[src/rtl/divu_seq_x3y3_pkg.sv]
// Shared configuration for the sequential unsigned divider: widths, output bit positions and FSM encodings.
// X_WIDTH/Y_WIDTH and the O_*_BITID positions may be overridden on the command line before this file is read.
`ifndef X_WIDTH
`define X_WIDTH 3
`endif
`ifndef Y_WIDTH
`define Y_WIDTH 3
`endif
`ifndef O_Q_BITID
`define O_Q_BITID 0
`endif
`ifndef O_R_BITID
`define O_R_BITID (`O_Q_BITID + `X_WIDTH)
`endif
`ifndef O_READY_BITID
`define O_READY_BITID (`O_R_BITID + `Y_WIDTH)
`endif
`ifndef O_DZ_BITID
`define O_DZ_BITID (`O_READY_BITID + 1)
`endif

package divu_seq_x3y3_pkg;

    localparam int CFG_X_WIDTH = `X_WIDTH;
    localparam int CFG_Y_WIDTH = `Y_WIDTH;

    localparam logic [1:0] ST_IDLE = 2'd0;
    localparam logic [1:0] ST_BUSY = 2'd1;
    localparam logic [1:0] ST_DONE = 2'd2;

    typedef enum logic [1:0] {
        IDLE = ST_IDLE,
        BUSY = ST_BUSY,
        DONE = ST_DONE
    } state_t;

    // Iteration counter width; a 1-bit dividend still needs a 1-bit counter.
    function automatic int cnt_width(input int w);
        return (w > 1) ? $clog2(w) : 1;
    endfunction

endpackage

[src/rtl/divu_seq_x3y3_step.sv]
// One restoring-division iteration: shift in the next dividend bit, trial-subtract the divisor, restore on borrow.
// Purely combinational; the comparison is done at Y_WIDTH+1 bits so the shifted remainder never overflows.
module divu_step #(
    parameter int Y_WIDTH = 3
) (
    input  logic [Y_WIDTH-1:0] rem_i,
    input  logic [Y_WIDTH-1:0] dvs_i,
    input  logic               bit_i,
    output logic [Y_WIDTH-1:0] rem_o,
    output logic               qbit_o
);

    logic [Y_WIDTH:0] shifted;

    assign shifted = {rem_i, bit_i};
    assign qbit_o  = (shifted >= {1'b0, dvs_i});
    // When the trial succeeds the difference is below the divisor, so the low bits are exact.
    assign rem_o   = qbit_o ? (shifted[Y_WIDTH-1:0] - dvs_i) : shifted[Y_WIDTH-1:0];

endmodule

[src/rtl/divu_seq_x3y3.sv]
// Sequential restoring unsigned divider: one quotient bit per clock, result qualified by rdy.
// Build option DIVZERO_FLAG_EN adds the dz port and a one-edge shortcut for a zero divisor.
module divu_seq_x3y3
    import divu_seq_x3y3_pkg::*;
#(
    parameter int X_WIDTH = CFG_X_WIDTH,
    parameter int Y_WIDTH = CFG_Y_WIDTH
) (
    input  logic               clk,
    input  logic               rst,
    input  logic [X_WIDTH-1:0] x,
    input  logic [Y_WIDTH-1:0] y,
    output logic [X_WIDTH-1:0] q,
    output logic [Y_WIDTH-1:0] r,
`ifdef DIVZERO_FLAG_EN
    output logic               dz,
`endif
    output logic               rdy
);

    localparam int CW = cnt_width(X_WIDTH);

    state_t             state_q, state_d;
    logic [X_WIDTH-1:0] xa_q, xa_d;
    logic [Y_WIDTH-1:0] ya_q, ya_d;
    logic [Y_WIDTH-1:0] rem_q, rem_d;
    logic [X_WIDTH-1:0] qacc_q, qacc_d;
    logic [CW-1:0]      cnt_q, cnt_d;
    logic [X_WIDTH-1:0] q_q, q_d;
    logic [Y_WIDTH-1:0] r_q, r_d;
    logic               rdy_q, rdy_d;
`ifdef DIVZERO_FLAG_EN
    logic               dz_q, dz_d;
`endif

    logic [Y_WIDTH-1:0] step_rem;
    logic               step_qbit;
    logic               latch;

    divu_step #(.Y_WIDTH(Y_WIDTH)) u_step (
        .rem_i  (rem_q),
        .dvs_i  (ya_q),
        .bit_i  (xa_q[cnt_q]),
        .rem_o  (step_rem),
        .qbit_o (step_qbit)
    );

    always_comb begin
        state_d = state_q;
        xa_d    = xa_q;
        ya_d    = ya_q;
        rem_d   = rem_q;
        qacc_d  = qacc_q;
        cnt_d   = cnt_q;
        q_d     = q_q;
        r_d     = r_q;
        rdy_d   = rdy_q;
`ifdef DIVZERO_FLAG_EN
        dz_d    = dz_q;
`endif
        latch   = 1'b0;

        case (state_q)
            IDLE: latch = 1'b1;
            BUSY: begin
                rem_d  = step_rem;
                qacc_d = (qacc_q << 1) | X_WIDTH'(step_qbit);
                cnt_d  = cnt_q - 1'b1;
                if (cnt_q == '0) begin
                    q_d     = qacc_d;
                    r_d     = step_rem;
                    rdy_d   = 1'b1;
                    state_d = DONE;
                end
            end
            DONE: latch = (x != xa_q) || (y != ya_q);
            default: state_d = IDLE;
        endcase

        // Operands are sampled only here, so changes during BUSY are deferred to DONE.
        if (latch) begin
            xa_d    = x;
            ya_d    = y;
            rem_d   = '0;
            qacc_d  = '0;
            cnt_d   = CW'(X_WIDTH - 1);
            rdy_d   = 1'b0;
            state_d = BUSY;
`ifdef DIVZERO_FLAG_EN
            if (y == '0) begin
                q_d     = '1;
                r_d     = Y_WIDTH'(x);
                dz_d    = 1'b1;
                rdy_d   = 1'b1;
                state_d = DONE;
            end else begin
                dz_d = 1'b0;
            end
`endif
        end
    end

    always_ff @(posedge clk) begin
        if (rst) begin
            state_q <= IDLE;
            xa_q    <= '0;
            ya_q    <= '0;
            rem_q   <= '0;
            qacc_q  <= '0;
            cnt_q   <= '0;
            q_q     <= '0;
            r_q     <= '0;
            rdy_q   <= 1'b0;
`ifdef DIVZERO_FLAG_EN
            dz_q    <= 1'b0;
`endif
        end else begin
            state_q <= state_d;
            xa_q    <= xa_d;
            ya_q    <= ya_d;
            rem_q   <= rem_d;
            qacc_q  <= qacc_d;
            cnt_q   <= cnt_d;
            q_q     <= q_d;
            r_q     <= r_d;
            rdy_q   <= rdy_d;
`ifdef DIVZERO_FLAG_EN
            dz_q    <= dz_d;
`endif
        end
    end

    assign q   = q_q;
    assign r   = r_q;
    assign rdy = rdy_q;
`ifdef DIVZERO_FLAG_EN
    assign dz  = dz_q;
`endif

endmodule

[config.mk]
export PLATFORM = sky130hd
export DESIGN_NAME = divu_seq_x3y3
export DESIGN_NICKNAME = d
export VERILOG_FILES = /design/src/rtl/divu_seq_x3y3_pkg.sv /design/src/rtl/divu_seq_x3y3_step.sv /design/src/rtl/divu_seq_x3y3.sv
export SDC_FILE = /design/constraint.sdc
export NUM_CORES = 1
export LEC_CHECK = 0
export CAP_MARGIN = 0
export CORE_ASPECT_RATIO = 1.1
export CORE_MARGIN = 2
export CORE_UTILIZATION = 50
export CTS_BUF_LIST = sky130_fd_sc_hd__clkbuf_8
export DETAILED_ROUTE_END_ITERATION = 8
export GPL_TIMING_DRIVEN = 0
export MAX_ROUTING_LAYER = met4
export PLACE_DENSITY_LB_ADDON = 0.1
export SYNTH_ARGS = -nofsm -noshare
export SYNTH_HDL_FRONTEND = slang
export SYNTH_SLANG_ARGS = --single-unit
[constraint.sdc]
create_clock -name clk -period 4.6 [get_ports clk]
set_input_delay 0.69 -clock clk [delete_from_list [all_inputs] [get_ports clk]]
set_output_delay 0.69 -clock clk [all_outputs]
set_load 0.05 [all_outputs]
==> impl_metrics.yaml <==
synth:
  avgSynthCellArea_sq_um: 9.39
  yosysWarningCount: 0
  synth_top_cell_area_share: 0.391
  synth_area_leaders: "dfxtp_1, mux2i_1, ha_1"
  ys_seq_area_frac: 0.391
  syn-num-nets: 133
  synthMuxAreaShare: 0.0888
  synth-seq-cells: 22
  netlist_area_sq_um: 1130
  synth_top_family_by_area: "compound AO/OA/AOI/OAI gates"
  synthSimpleGateAreaFrac: 0.163
  synth-compound-area-share: 0.171
  synth_fa_ha_area_frac: 0.0622
  ys_types: 36
  yosys.area.top_type: "dfxtp_1"
  synth-xor-area-share: 0.0622
  synth_cells: 120
placed_design:
  dp_hpwl_mm: 1.56
  placed_area_sq_um: 1310
  gp_congestion: 0.804
  port_buffers: 14
cts:
  cts_tree: "done"
  clk_pin_slew_ps: 80
  numCtsBuffers: 3
  hold_buffers: 0
  cts_resized: 0
  clock_sinks: 22
  post-cts-setup-buffer-count: 0
  clock_path_buffers: 2
  worstSkewPairLatency_ps: 250
  root_buffer: "clkbuf_8"
  htreeDepth: 1
power:
  finalPower_mw: 0.466
  pwr_density_cell_nw_per_um2: 342
  cellLeakagePower_nw: 0.532
  ir_drop_mv: 0.218
worst_setup_path:
  crit_path_end_kind: "flip-flop"
  cp_num_buf_inv: 1
  crit_path_cell_trace: "mux2i_1 > o21ai_0 > inv_1 > ha_1 > fa_1 > a21boi_1 > o21a_1 > or3_1 > a311oi_1"
  crit_required_ps: 4770
  cp-start-kind: "flip-flop"
  r2r_slack_ps: 1950
  worstReg2RegEnd: "rem_q[1]$_SDFFE_PP0P_"
  critPathArrivalTime_ps: 2830
  crit_slowest_cell: "fa_1"
  rr_startpoint: "cnt_q[0]$_SDFFE_PP0P_"
  critPathKind: "flip-flop to flip-flop"
  path_max_fanout: 6
  cp_top_family: "compound AO/OA/AOI/OAI gates"
  reg2reg_depth: 9
  max_stage_delay_ps: 430
cells_and_area:
  seq_area_sq_um: 440
  antenna_cells: 0
  multiInputGateArea_sq_um: 617
  nets: 152
  area_growth_pct: 20.6
  postLayoutCoreUtil: 0.623
  nFillCells: 196
  design_area_sq_um: 1360
  drive_above_1_share: 0.0942
global_route:
  grt_usage: 0.177
  antenna_found_initial: 0
  grt.overflow.total: 0
  grt_pass1_vias: 799
  grt_max_degree: 13
  grt_first_pass_wirelength_mm: 3.42
detailed_routing:
  met1_length_microns: 978
  avgRoutedWirePerCell_microns: 12.8
  dr_total_vias: 882
  routed-wl-met3_microns: 66
  dr.pass1.iters: 4
  ant_nets: 0
  drt_wl_total_mm: 2.16
  first_iter_violations: 17
  vias_per_cell: 5.25
  route.met2.wl_mm: 1.10
  drc: 0
  routed.top_layer: "met4"
worst_hold_path:
  hold_path_class: "flip-flop to flip-flop"
  whs_path_depth: 2
  holdPathEnd: "q[2]$_SDFFE_PP0P_"
  hold_start: "q[2]$_SDFFE_PP0P_"
timing:
  slew_headroom: 0.668
  hold_viol: 0
  tightest_slew_ps: 497
  max_freq_mhz: 377
  period_minus_slack_ps: 2650
  slew_viol_final: 0
  tns_ps: 0
  whs_ps: 459
  rsz0062_at_grt: "no"
  clock_skew_ps: 1.64
  setup_viol: 0
  fin_crit_sh: 0.577
floorplan:
  fp.dieW_microns: 49.3
  start_util: 0.516
  die_area_sq_um: 2650
  row_count: 18
  fp.dieH_microns: 53.8
  ios: 15
  core_sq_um: 2180
run:
  drv_cap: 0
run_status:
  outcome: "complete, no violations"
-- placed cells by master, fill, tap and decap left out --
cell             Yosys  layout
dfxtp_1             22      22
clkdlybuf4s50_1      0      14
nor2_1              13      13
mux2i_1             10      10
inv_1                9       9
nand2_1              9       9
a21oi_1              6       6
xor2_1               5       5
nor3_1               4       4
nand2b_1             4       4
ha_1                 4       4
clkbuf_8             0       4
o21ai_0              3       3
xnor2_1              3       3
a211oi_1             3       3
o221ai_1             2       2
a2111oi_2            2       2
nand3b_1             1       1
a21boi_1             1       1
o21a_1               1       1
buf_4                1       1
and2b_1              1       1
and2_1               1       1
buf_2                1       1
dlygate4sd1_1        1       1
nor3_2               1       1
a41oi_4              1       1
nor3b_1              1       1
a21o_1               1       1
a21boi_0             1       1
clkbuf_1             1       1
or3_1                1       1
buf_6                1       1
nand3_1              1       1
a311oi_1             1       1
a41o_2               1       1
or2_2                1       1
fa_1                 1       1
-- Yosys cell counts --
cell and count:
inv_1 9, a311oi_1 1, o221ai_1 2, o21ai_0 3, or2_2 1, dfxtp_1 22, buf_6 1, buf_4 1
nand3b_1 1, nor3_2 1, dlygate4sd1_1 1, nor2_1 13, o21a_1 1, a2111oi_2 2, nand2b_1 4, nor3b_1 1
fa_1 1, xnor2_1 3, nor3_1 4, or3_1 1, a21oi_1 6, nand3_1 1, mux2i_1 10, and2_1 1
ha_1 4, nand2_1 9, a41oi_4 1, and2b_1 1, clkbuf_1 1, a211oi_1 3, a41o_2 1, a21o_1 1
a21boi_1 1, a21boi_0 1, buf_2 1, xor2_1 5
-- worst max path at each step --
stage | from | end | slack, ps | cells past startpoint
after global routing | cnt_q[0]$_SDFFE_PP0P_ | rem_q[1]$_SDFFE_PP0P_ | 1760 | 9
final | cnt_q[0]$_SDFFE_PP0P_ | rem_q[1]$_SDFFE_PP0P_ | 1950 | 9
after detailed placement | cnt_q[0]$_SDFFE_PP0P_ | rem_q[1]$_SDFFE_PP0P_ | 1980 | 9
after global placement | cnt_q[0]$_SDFFE_PP0P_ | rem_q[1]$_SDFFE_PP0P_ | 2000 | 9
after floorplan | cnt_q[0]$_SDFFE_PP0P_ | rem_q[1]$_SDFFE_PP0P_ | 2250 | 9
after CTS | cnt_q[0]$_SDFFE_PP0P_ | rem_q[1]$_SDFFE_PP0P_ | 1940 | 9
-- layout make-up --
class,instances,area share
Multi-Input combinational cell,84,0.454
Sequential cell,22,0.324
Timing Repair Buffer,14,0.103
Clock buffer,4,0.0405
Tap cell,30,0.0276
Buffer,5,0.0267
Inverter,9,0.0248
-- kinds of logic (layout without fill, tap and decap cells) --
group           after synthesis  count (layout)
flops                        22              22
buf+inv                      14              32
simple gates                 38              38
compound gates               23              23
xor+xnor                      8               8
fa+ha+maj                     5               5
mux                          10              10
-- sequential cells by signal, indices dropped and copies added (netlist names) --
name	flops
xa_q	3
q	3
qacc_q	2
rem_q	3
r	3
rdy	1
cnt_q	2
state_q	2
ya_q	3
-- worst reg2reg max path: stages (launching register included) --
cell and delay, ps:
dfxtp_1 420, mux2i_1 100, o21ai_0 320, inv_1 80
ha_1 200, fa_1 430, a21boi_1 170, o21a_1 270
or3_1 380, a311oi_1 200
-- metal layers --
layer  up-vias  track usage
met1       419        0.194
met2        12        0.333
li1        449            -
met3         2       0.0250
met5         -            -
met4         0       0.0571
-- per-stage QoR --
step	cells	setup WS (ps)
2_1_floorplan	120	2250
3_3_place_gp	164	2000
3_5_place_dp	164	1980
4_1_cts	168	1940
5_1_grt	168	1760
6_report	168	1950
-- report_power, final --
group	total, mW	switching [mW]	internal, mW
sequential	0.212	0.00931	0.202
clock	0.137	0.0606	0.0761
combinational	0.117	0.0679	0.0493
Note: power is estimated with default switching activity, not from simulation.
